<file path="src/rtl/onion_timer_pkg.sv">
// Shared types and constants for the multi-channel timer.
// Channel state encoding and mode bit meanings live here so every file agrees.
package onion_timer_pkg;

    typedef enum logic [1:0] {
        ST_IDLE = 2'd0,
        ST_RUN  = 2'd1,
        ST_DONE = 2'd2
    } ch_state_t;

    localparam logic MODE_ONESHOT  = 1'b0;
    localparam logic MODE_PERIODIC = 1'b1;

endpackage

</file>
<file path="src/rtl/onion_timer_mc_if.sv">
// Configuration and status bundle between a host and the multi-channel timer.
interface onion_timer_mc_if #(
    parameter int NUM_CH = 4,
    parameter int CNT_W  = 32,
    parameter int PRE_W  = 8
);
    logic [PRE_W-1:0]        prescale;
    logic [NUM_CH*CNT_W-1:0] period;
    logic [NUM_CH-1:0]       mode;
    logic [NUM_CH-1:0]       enable;
    logic [NUM_CH-1:0]       clear;
    logic [NUM_CH-1:0]       irq_en;
    logic [NUM_CH-1:0]       alarm_o;
    logic [NUM_CH-1:0]       pulse_o;
    logic                    irq_o;

    modport master (
        output prescale, period, mode, enable, clear, irq_en,
        input  alarm_o, pulse_o, irq_o
    );

    modport slave (
        input  prescale, period, mode, enable, clear, irq_en,
        output alarm_o, pulse_o, irq_o
    );
endinterface

</file>
<file path="src/rtl/onion_timer_ch.sv">
// One timer channel: IDLE/RUN/DONE state machine, tick counter,
// sticky alarm and a registered one-clock expiry pulse.
module onion_timer_ch
    import onion_timer_pkg::*;
#(
    parameter int CNT_W = 32
) (
    input  logic             clk,
    input  logic             reset,
    input  logic             tick,
    input  logic [CNT_W-1:0] period,
    input  logic             mode,
    input  logic             enable,
    input  logic             clear,
    output logic             alarm,
    output logic             pulse
);

    ch_state_t        state_reg, state_next;
    logic [CNT_W-1:0] cnt_reg, cnt_next;
    logic             alarm_reg, alarm_next;
    logic             pulse_reg, pulse_next;

    always_ff @(posedge clk or negedge reset) begin
        if (!reset) begin
            state_reg <= ST_IDLE;
            cnt_reg   <= '0;
            alarm_reg <= 1'b0;
            pulse_reg <= 1'b0;
        end else begin
            state_reg <= state_next;
            cnt_reg   <= cnt_next;
            alarm_reg <= alarm_next;
            pulse_reg <= pulse_next;
        end
    end

    // Priority: enable low, then clear, then expiry/count.
    always_comb begin
        state_next = state_reg;
        cnt_next   = cnt_reg;
        alarm_next = alarm_reg;
        pulse_next = 1'b0;

        if (!enable) begin
            state_next = ST_IDLE;
            cnt_next   = '0;
            alarm_next = 1'b0;
        end else begin
            case (state_reg)
                ST_IDLE: begin
                    state_next = ST_RUN;
                    cnt_next   = '0;
                    alarm_next = 1'b0;
                end
                ST_RUN: begin
                    if (clear) begin
                        cnt_next   = '0;
                        alarm_next = 1'b0;
                    end else if (tick) begin
                        // >= so a period lowered below cnt expires on the next tick
                        if (cnt_reg >= period) begin
                            pulse_next = 1'b1;
                            alarm_next = 1'b1;
                            if (mode == MODE_PERIODIC) begin
                                cnt_next = '0;
                            end else begin
                                state_next = ST_DONE;
                            end
                        end else begin
                            cnt_next = cnt_reg + CNT_W'(1);
                        end
                    end
                end
                ST_DONE: begin
                    if (clear) begin
                        state_next = ST_RUN;
                        cnt_next   = '0;
                        alarm_next = 1'b0;
                    end
                end
                default: begin
                    state_next = ST_IDLE;
                    cnt_next   = '0;
                    alarm_next = 1'b0;
                end
            endcase
        end
    end

    assign alarm = alarm_reg;
    assign pulse = pulse_reg;

endmodule

</file>
<file path="src/rtl/onion_timer_mc.sv">
// Multi-channel timer: one shared prescaler feeding NUM_CH independent
// channels, with a masked OR of the channel alarms as the interrupt.
module onion_timer_mc
    import onion_timer_pkg::*;
#(
    parameter int NUM_CH = 4,
    parameter int CNT_W  = 32,
    parameter int PRE_W  = 8
) (
    input  logic             clk,
    input  logic             reset,
    onion_timer_mc_if.slave  bus
);

    logic [PRE_W-1:0]  pre_ctr_reg, pre_ctr_next;
    logic              tick;
    logic [NUM_CH-1:0] alarm;
    logic [NUM_CH-1:0] pulse;

    // >= keeps latency bounded if prescale is lowered below the running count.
    assign tick = (pre_ctr_reg >= bus.prescale);

    always_ff @(posedge clk or negedge reset) begin
        if (!reset) begin
            pre_ctr_reg <= '0;
        end else begin
            pre_ctr_reg <= pre_ctr_next;
        end
    end

    always_comb begin
        pre_ctr_next = pre_ctr_reg + PRE_W'(1);
        if (!(|bus.enable) || tick) begin
            pre_ctr_next = '0;
        end
    end

    for (genvar gi = 0; gi < NUM_CH; gi++) begin : g_ch
        onion_timer_ch #(
            .CNT_W (CNT_W)
        ) u_ch (
            .clk    (clk),
            .reset  (reset),
            .tick   (tick),
            .period (bus.period[gi*CNT_W +: CNT_W]),
            .mode   (bus.mode[gi]),
            .enable (bus.enable[gi]),
            .clear  (bus.clear[gi]),
            .alarm  (alarm[gi]),
            .pulse  (pulse[gi])
        );
    end

    assign bus.alarm_o = alarm;
    assign bus.pulse_o = pulse;
    assign bus.irq_o   = |(alarm & bus.irq_en);

endmodule

</file>
<file path="src/flat_wrapper.sv">
// flat-port wrapper written by rule: the top's interface ports become plain ports
module onion_timer_mc_flat import onion_timer_pkg::*;
#(
    parameter int NUM_CH = 4,
    parameter int CNT_W  = 32,
    parameter int PRE_W  = 8
)
  (clk, reset, bus_prescale, bus_period, bus_mode, bus_enable, bus_clear, bus_irq_en, bus_alarm_o, bus_pulse_o, bus_irq_o);
  onion_timer_mc_if #(.NUM_CH(NUM_CH), .CNT_W(CNT_W), .PRE_W(PRE_W)) bus_i ();
  input  logic clk;
  input  logic reset;
  input wire logic [$bits(bus_i.prescale)-1:0] bus_prescale;
  input wire logic [$bits(bus_i.period)-1:0] bus_period;
  input wire logic [$bits(bus_i.mode)-1:0] bus_mode;
  input wire logic [$bits(bus_i.enable)-1:0] bus_enable;
  input wire logic [$bits(bus_i.clear)-1:0] bus_clear;
  input wire logic [$bits(bus_i.irq_en)-1:0] bus_irq_en;
  output wire logic [$bits(bus_i.alarm_o)-1:0] bus_alarm_o;
  output wire logic [$bits(bus_i.pulse_o)-1:0] bus_pulse_o;
  output wire logic [$bits(bus_i.irq_o)-1:0] bus_irq_o;
  assign bus_i.prescale = bus_prescale;
  assign bus_i.period = bus_period;
  assign bus_i.mode = bus_mode;
  assign bus_i.enable = bus_enable;
  assign bus_i.clear = bus_clear;
  assign bus_i.irq_en = bus_irq_en;
  assign bus_alarm_o = bus_i.alarm_o;
  assign bus_pulse_o = bus_i.pulse_o;
  assign bus_irq_o = bus_i.irq_o;
  onion_timer_mc #(.NUM_CH(NUM_CH), .CNT_W(CNT_W), .PRE_W(PRE_W)) u_core (.clk(clk), .reset(reset), .bus(bus_i));
endmodule
</file>
<file path="config.mk">
export PLATFORM = sky130hd
export DESIGN_NAME = onion_timer_mc_flat
export DESIGN_NICKNAME = d
export VERILOG_FILES = /design/src/rtl/onion_timer_pkg.sv /design/src/rtl/onion_timer_mc_if.sv /design/src/rtl/onion_timer_ch.sv /design/src/rtl/onion_timer_mc.sv /design/src/flat_wrapper.sv
export SDC_FILE = /design/constraint.sdc
export NUM_CORES = 1
export LEC_CHECK = 0
export ABC_AREA = 1
export BUFFER_PORTS_ARGS = -buffer_cell sky130_fd_sc_hd__buf_2
export CAP_MARGIN = 25
export CORE_MARGIN = 1.5
export CORE_UTILIZATION = 55
export DETAILED_ROUTE_END_ITERATION = 8
export GPL_TIMING_DRIVEN = 0
export PLACE_DENSITY = 0.85
export SYNTH_ARGS = -nofsm -noshare
export SYNTH_HDL_FRONTEND = slang
export SYNTH_SLANG_ARGS = --single-unit
</file>
<file path="constraint.sdc">
create_clock -name clk -period 1.95 [get_ports clk]
set_clock_uncertainty 0.15 [all_clocks]
set_input_delay 0.0975 -clock clk [delete_from_list [all_inputs] [get_ports clk]]
set_output_delay 0.0975 -clock clk [all_outputs]
set_load 0.05 [all_outputs]
</file>
==> metrics.txt, run 1 <==
setup violators final 152; Area Overhead vs Synth 45.7%; most frequent cells in the layout nand2_1, inv_1, buf_2; gpl congestion 0.945; routed wire length per instance 20.1 um; I/O Buffers 162; complex-gate fraction of the synthesized area 7.94%; crit path DAT 3230 ps; Yosys Warn Count 0; Reg2Reg Depth 12; Seq/Total Area, Yosys 27.6%; nature of the critical path endpoint flop; critical path class reg -> reg; Slew Limit Fails 0; R2R setup slack -1060 ps; Synth Area in Adders 12.8%; met3 Usage GRT 5.73%; Clock Latency Late Sink 440 ps; Layout Utilization 82.1%; power density over cell area 498 nW/um^2; worst-path maximum fanout 5; fin area 20100 um^2; clock sinks 152; initial antenna violation count 2; share of cells above drive strength 1 38.0%; Synth cell types 51; fin crit period 3010 ps; Core ar. 24500 um^2; share of the synthesized area in the top cell type 27.6%; GR Util met2 61.6%; syn avg cell area 6.64 um^2; GRT busiest layer met2; outcome complete, but fails checks; Die H 161 um; TritonCTS clock tree yes; Synth Area in Simple Gates 35.9%; Total GRT Usage 34.6%; largest net degree at the start of global routing 83; max FFs per register 128; post-synthesis mux area share 0.0726%; leading area contributor after synthesis dfrtp_1; vias in the first global route 15537; vias per inst 6.11; Leakage 10.4 nW; first-pass GRT wire length 73.2 mm; Slew headroom 50.5%; Worst Hold Class in -> async; most common cell after layout, fill and taps aside nand2_1; number of fill cells 1383; #FFs+latches synth 152; Post-synth EDFFs 0; Max VDD drop 0.000466 V; Critical Path RT 2170 ps; Worst-path clk slew 80 ps; FFs w/ async S/R, synth 100%; Max Root-Sink Buffers 2; initial core utilization 56.3%; CTS Root Cell clkbuf_16; post-DP HPWL 27.3 mm; residual DRC count 16; Fin. Hold Viols 0; DRT Pass-1 Iters 9; die area 26000 um^2; GRT met1 Usage 40.0%; number of CTS-inserted buffers 17; final wirelength 56.5 mm; RSZ-0062 raised after global routing yes; Detailed Route Iter0 Violations 2371; Die X 161 um; worst setup margin -1060 ps; Critical Path Start Type flop; Synth Net Count 2369; number of H-tree levels 4; Post-Syn Area 13800 um^2; Placement Cell Area 15300 um^2; failing checks design-rule violations, negative setup slack; period utilisation layout 154%; GRT Residual Overflow 0; # rows 57; routed vias 17157; xor and xnor area share after synthesis 4.19%; cell count after synthesis 2074; Ports 163; Fmax 332 MHz; top cells by area, synth dfrtp_1, nand2_1, ha_1; largest family of logic cells by synthesized area simple AND/OR/NAND/NOR gates; Top FF cell, synth dfrtp_1; Routed Antenna Nets 0; Max Cap Violations 0; Nets 2767; Least-Margin Pin Slew 743 ps
-- synth_stat cells (all sizes together), types with 3 or more instances --
cell    instances
nand3          89
nand4          74
nor3b           5
dfrtp         152
nand2         640
o21ai         113
xnor2          22
xor2           44
nor4            4
a21oi          64
nand3b          4
clkinv          3
buf            48
ha            141
o21bai          3
or2            21
o21a           12
inv           338
clkbuf          6
nor3           66
a21o            5
nor2          210
-- logic make-up (layout without fill, tap and decap cells) --
| kind of cell | count (synthesis) | count (layout) |
|---|---|---|
| mux | 1 | 1 |
| flops | 152 | 152 |
| xor+xnor | 66 | 66 |
| compound gates | 203 | 203 |
| fa+ha+maj | 141 | 141 |
| buf+inv | 395 | 805 |
| simple gates | 1116 | 1117 |
| other cells | 0 | 1 |
-- worst paths after layout --
check / start / endpoint
setup / recovery: u_core.g_ch[1].u_ch.cnt_reg[27]$_DFFE_PN0P_ / u_core.g_ch[1].u_ch.cnt_reg[27]$_DFFE_PN0P_
hold / removal: reset / u_core.g_ch[3].u_ch.cnt_reg[10]$_DFFE_PN0P_
setup reg to reg: u_core.g_ch[1].u_ch.cnt_reg[27]$_DFFE_PN0P_ / u_core.g_ch[1].u_ch.cnt_reg[27]$_DFFE_PN0P_
hold reg to reg: u_core.g_ch[0].u_ch.state_reg[0]$_DFFE_PN0P_ / u_core.g_ch[0].u_ch.state_reg[0]$_DFFE_PN0P_
max in group asynchronous: reset / u_core.g_ch[0].u_ch.cnt_reg[13]$_DFFE_PN0P_
min in group clk: bus_clear[0] / u_core.g_ch[0].u_ch.pulse$_DFF_PN0_
-- power by group --
part | switching, mW | internal (mW) | total, mW
sequential | 0.157 | 3.28 | 3.43
clock | 1.58 | 1.96 | 3.54
combinational | 1.69 | 1.34 | 3.03
-- through the flow --
step	setup WS, ps	power [mW]	TNS [ps]	cells	hold slack (ps)
after floorplan	-123	4.49	-9250	2074	-348
after global placement	-1970	4.96	-315410	2560	243
after detailed placement	-649	5.05	-68850	2562	-2.99
after CTS	-342	9.17	-39430	2756	42.9
after global routing	-1010	10.3	-90020	2810	145
final	-1060	10.0	-85330	2810	81.5
-- area by class of cell --
class | instances | area [um^2] | share of cell area (%)
Antenna cell | 1 | 2.50 | 0.0125
Clock buffer | 18 | 439 | 2.19
Tap cell | 324 | 405 | 2.02
Clock inverter | 14 | 161 | 0.804
Timing Repair inverter | 1 | 7.51 | 0.0374
Multi-Input combinational cell | 1528 | 10300 | 51.4
Buffer | 51 | 541 | 2.69
Timing Repair Buffer | 380 | 2980 | 14.8
Inverter | 341 | 1320 | 6.56
Sequential cell | 152 | 3910 | 19.5
-- what timing repair did --
item / in CTS / in global routing
endpoints found under the hold margin: 85 / 0
buffers inserted: 128 / 56
gates resized for setup: 317 / 316
pin swaps: 55 / 103
cloned: 21 / 7
setup endpoints to repair: 150 / 152
hold buffers: 13 / 0
-- layer usage --
metal / part of all wire (%) / up-vias
li1: - / 7386
met1: 35 / 7784
met2: 46 / 1448
met3: 11 / 537
met4: 8.3 / 2
met5: 0.023 / -
-- worst max-delay path, stage by stage (launching register included) --
cell and delay [ps]:
dfrtp_2 460, ha_1 320, nand2_1 110, nor2_1 70
nand2_2 200, inv_1 150, a21oi_4 320, nand4_1 200
buf_6 200, buf_4 170, nor2_1 290, nand2_1 180
nand2_2 110
Note: power is estimated with default switching activity, not from simulation.
==> run 2: changes to the inputs <==
--- a/config.mk
+++ b/config.mk
@@ -12,6 +12,7 @@
 export CORE_UTILIZATION = 55
 export DETAILED_ROUTE_END_ITERATION = 8
 export GPL_TIMING_DRIVEN = 0
+export MAX_ROUTING_LAYER = met4
 export PLACE_DENSITY = 0.85
 export SYNTH_ARGS = -nofsm -noshare
 export SYNTH_HDL_FRONTEND = slang
==> run 2 against run 1 <==
Effect of this change:
- the run still ends with design-rule violations, negative setup slack left
- setup slack gained 51 ps
- design area up 2.8%
- non-clock buffer count is 12 higher
- first-iteration DRC count grew 23%
- sequential share of layout area shrank 0.54 points
- final cell count rose by 0.57%
- wire length increased by 11%
- critical path depth increased by 2
- fmax rose by 1.7%
- largest cell class unchanged
==> metrics.txt, run 2 (same netlist as run 1, synthesis figures left out) <==
largest net degree at the start of global routing 91 (+9.6%); NetSw 3.41 mW (-0.84%); Critical Path RT 2120 ps (-50 ps); Leakage 10.7 nW (+2.8%); power density over cell area 483 nW/um^2 (-3.0%); Layout Utilization 84.4% (+2.3 points); vias per inst 6.33 (+3.6%); Fin. Hold Viols 0 (unchanged); Worst Hold Class in -> reg; Die X 161 um (unchanged); fin cells 2826 (+0.57%); share of cells above drive strength 1 41.3% (+3.3 points); RSZ-0062 raised after global routing yes; worst path cell trace ha_4 > nand2_4 > nor2_4 > nand4_1 > nor2_4 > nand2_2 > buf_6 > nand3_4 > nand3_4 > nand2_4 > buf_6 > buf_8 > nand2_1 > o21ai_2; fin crit period 2960 ps (-50.7 ps); routed wire length per instance 22.2 um (+10%); Critical Path Start Type flop; Core ar. 24500 um^2 (unchanged); Clock power frac 36.2% (+0.8 points); routed vias 17877 (+4.2%); combinational power share 29.6% (-0.7 points); clock sinks 152 (unchanged); number of CTS-inserted buffers 17 (unchanged); most frequent cells in the layout nand2_1, inv_1, buf_4; worst-path maximum fanout 10 (+5); initial antenna violation count 5 (+3); Routed Antenna Nets 0 (unchanged); vias in the first global route 15603 (+0.42%); Fmax 338 MHz (+1.7%); Die H 161 um (unchanged); Seq pwr share 34.3% (about the same); residual DRC count 36 (+20); Clock Latency Late Sink 450 ps (about the same); Detailed Route Iter0 Violations 2906 (+23%); outcome complete, but fails checks; switching portion of total power 34.1% (-0.20 points); P_int 6.57 mW (about the same); period utilisation layout 152% (-2.6 points); Max stage delay on crit path 450 ps (about the same); max FFs per register 128 (unchanged); failing checks design-rule violations, negative setup slack; crit path DAT 3130 ps (-100 ps); CTS Root Cell clkbuf_16; die area 26000 um^2 (unchanged); number of H-tree levels 4 (unchanged); most common cell after layout, fill and taps aside nand2_1; CP max-delay cell dfrtp_2; initial core utilization 56.3% (unchanged); Area Overhead vs Synth 49.8%; setup violators final 145 (-4.6%); DRT Pass-1 Iters 9 (unchanged); Max Root-Sink Buffers 2 (unchanged); Slew headroom 39.2% (-11 points); Nets 2779 (+0.43%); Worst-path clk slew 70 ps (about the same); TritonCTS clock tree yes; post-DP HPWL 28.1 mm (+2.9%); critical path class reg -> reg; first-pass GRT wire length 72.7 mm (-0.63%); Total GRT Usage 35.6% (+0.97 points); # rows 57 (unchanged); setup TNS -92550 ps (-7230 ps); nature of the critical path endpoint flop; GRT Residual Overflow 0 (unchanged); I/O Buffers 162 (unchanged); Ports 163 (unchanged); final wirelength 62.7 mm (+11%); Placed Cells 2562 (unchanged); Slew Limit Fails 0 (unchanged); Max VDD drop 0.000466 V (-0.12%); total power draw 9.98 mW (-0.27%); Least-Margin Pin Slew 912 ps (+168 ps); Max Cap Violations 0 (unchanged); gpl congestion 0.970 (+2.6%); worst setup margin -1010 ps (+50.7 ps); Hold Slack 98.8 ps (+17.3 ps)
-- run 2: cell types whose count changed in the layout (fill, tap and decap cells not counted), sizes merged --
cell and delta:
nand2 +1, clkbuf +2, clkinvlp -1, diode +4
dlygate4sd3 +1, bufinv +1, buf +11, inv -3
-- run 2: power by group through the flow --
stage / Sequential (mW) / Combinational (mW) / Clock [mW]
6_report: 3.42 / 2.95 / 3.61
5_1_grt: 3.42 / 3.12 / 3.68
4_1_cts: 3.40 / 2.17 / 3.49
3_5_place_dp: 3.46 / 1.61 / 0
3_3_place_gp: 3.45 / 1.53 / 0
2_1_floorplan: 3.42 / 1.07 / 0
-- run 2: final timing paths --
| kind | endpoint | startpoint | slack [ps] | cells past startpoint |
|---|---|---|---|---|
| min in group asynchronous | u_core.g_ch[3].u_ch.cnt_reg[10]$_DFFE_PN0P_ | reset | 190 | 2 |
| setup reg to reg | u_core.g_ch[1].u_ch.cnt_reg[0]$_DFFE_PN0P_ | u_core.g_ch[1].u_ch.cnt_reg[23]$_DFFE_PN0P_ | -1010 | 14 |
| max in group asynchronous | u_core.g_ch[2].u_ch.cnt_reg[25]$_DFFE_PN0P_ | reset | 580 | 3 |
| hold reg to reg | u_core.pre_ctr_reg[0]$_DFF_PN0_ | u_core.pre_ctr_reg[0]$_DFF_PN0_ | 350 | 1 |
| setup / recovery | u_core.g_ch[1].u_ch.cnt_reg[0]$_DFFE_PN0P_ | u_core.g_ch[1].u_ch.cnt_reg[23]$_DFFE_PN0P_ | -1010 | 14 |
| hold / removal | u_core.g_ch[0].u_ch.pulse$_DFF_PN0_ | bus_clear[0] | 100 | 4 |
-- run 2: layout make-up --
class	instances	area, um^2
antenna	5	12.5
tap	324	405
clock inverter	12	164
clock buffer	20	437
fill	1234	3820
timing repair buffer	391	3030
inverter	341	1320
sequential	152	3910
multi-input combinational	1529	10800
buffer	52	527
-- run 2: per-stage QoR --
| stage | setup slack, ps | cell area [um^2] |
|---|---|---|
| 2_1_floorplan | -123 | 14000 |
| 4_1_cts | -368 | 18400 |
| 3_5_place_dp | -652 | 15300 |
| 5_1_grt | -1300 | 20600 |
| 3_3_place_gp | -1990 | 15200 |
| 6_report | -1010 | 20600 |
-- run 2: routing by layer --
layer,vias up,global-route usage [%],wire length (um)
met3,720,5.16,7830
met2,1664,61.5,28100
met5,-,-,0
met4,0,17.8,6060
met1,8071,40.2,20700
li1,7422,-,-
-- run 2: what timing repair did --
action / in CTS / in global routing
hold buffers: 14 / 0
endpoints found under the setup margin: 150 / 149
cloned: 19 / 7
gates resized for setup: 350 / 360
setup buffers: 121 / 69
pin swaps: 110 / 104
endpoints found under the hold margin: 106 / 0
-- run 2: critical path, delay by kind of cell, from the launching register on --
family | cells | cell delay [ps]
fa+ha+maj | 1 | 380
buf+inv | 3 | 450
simple gates | 9 | 1280
flops | 1 | 450
compound gates | 1 | 120
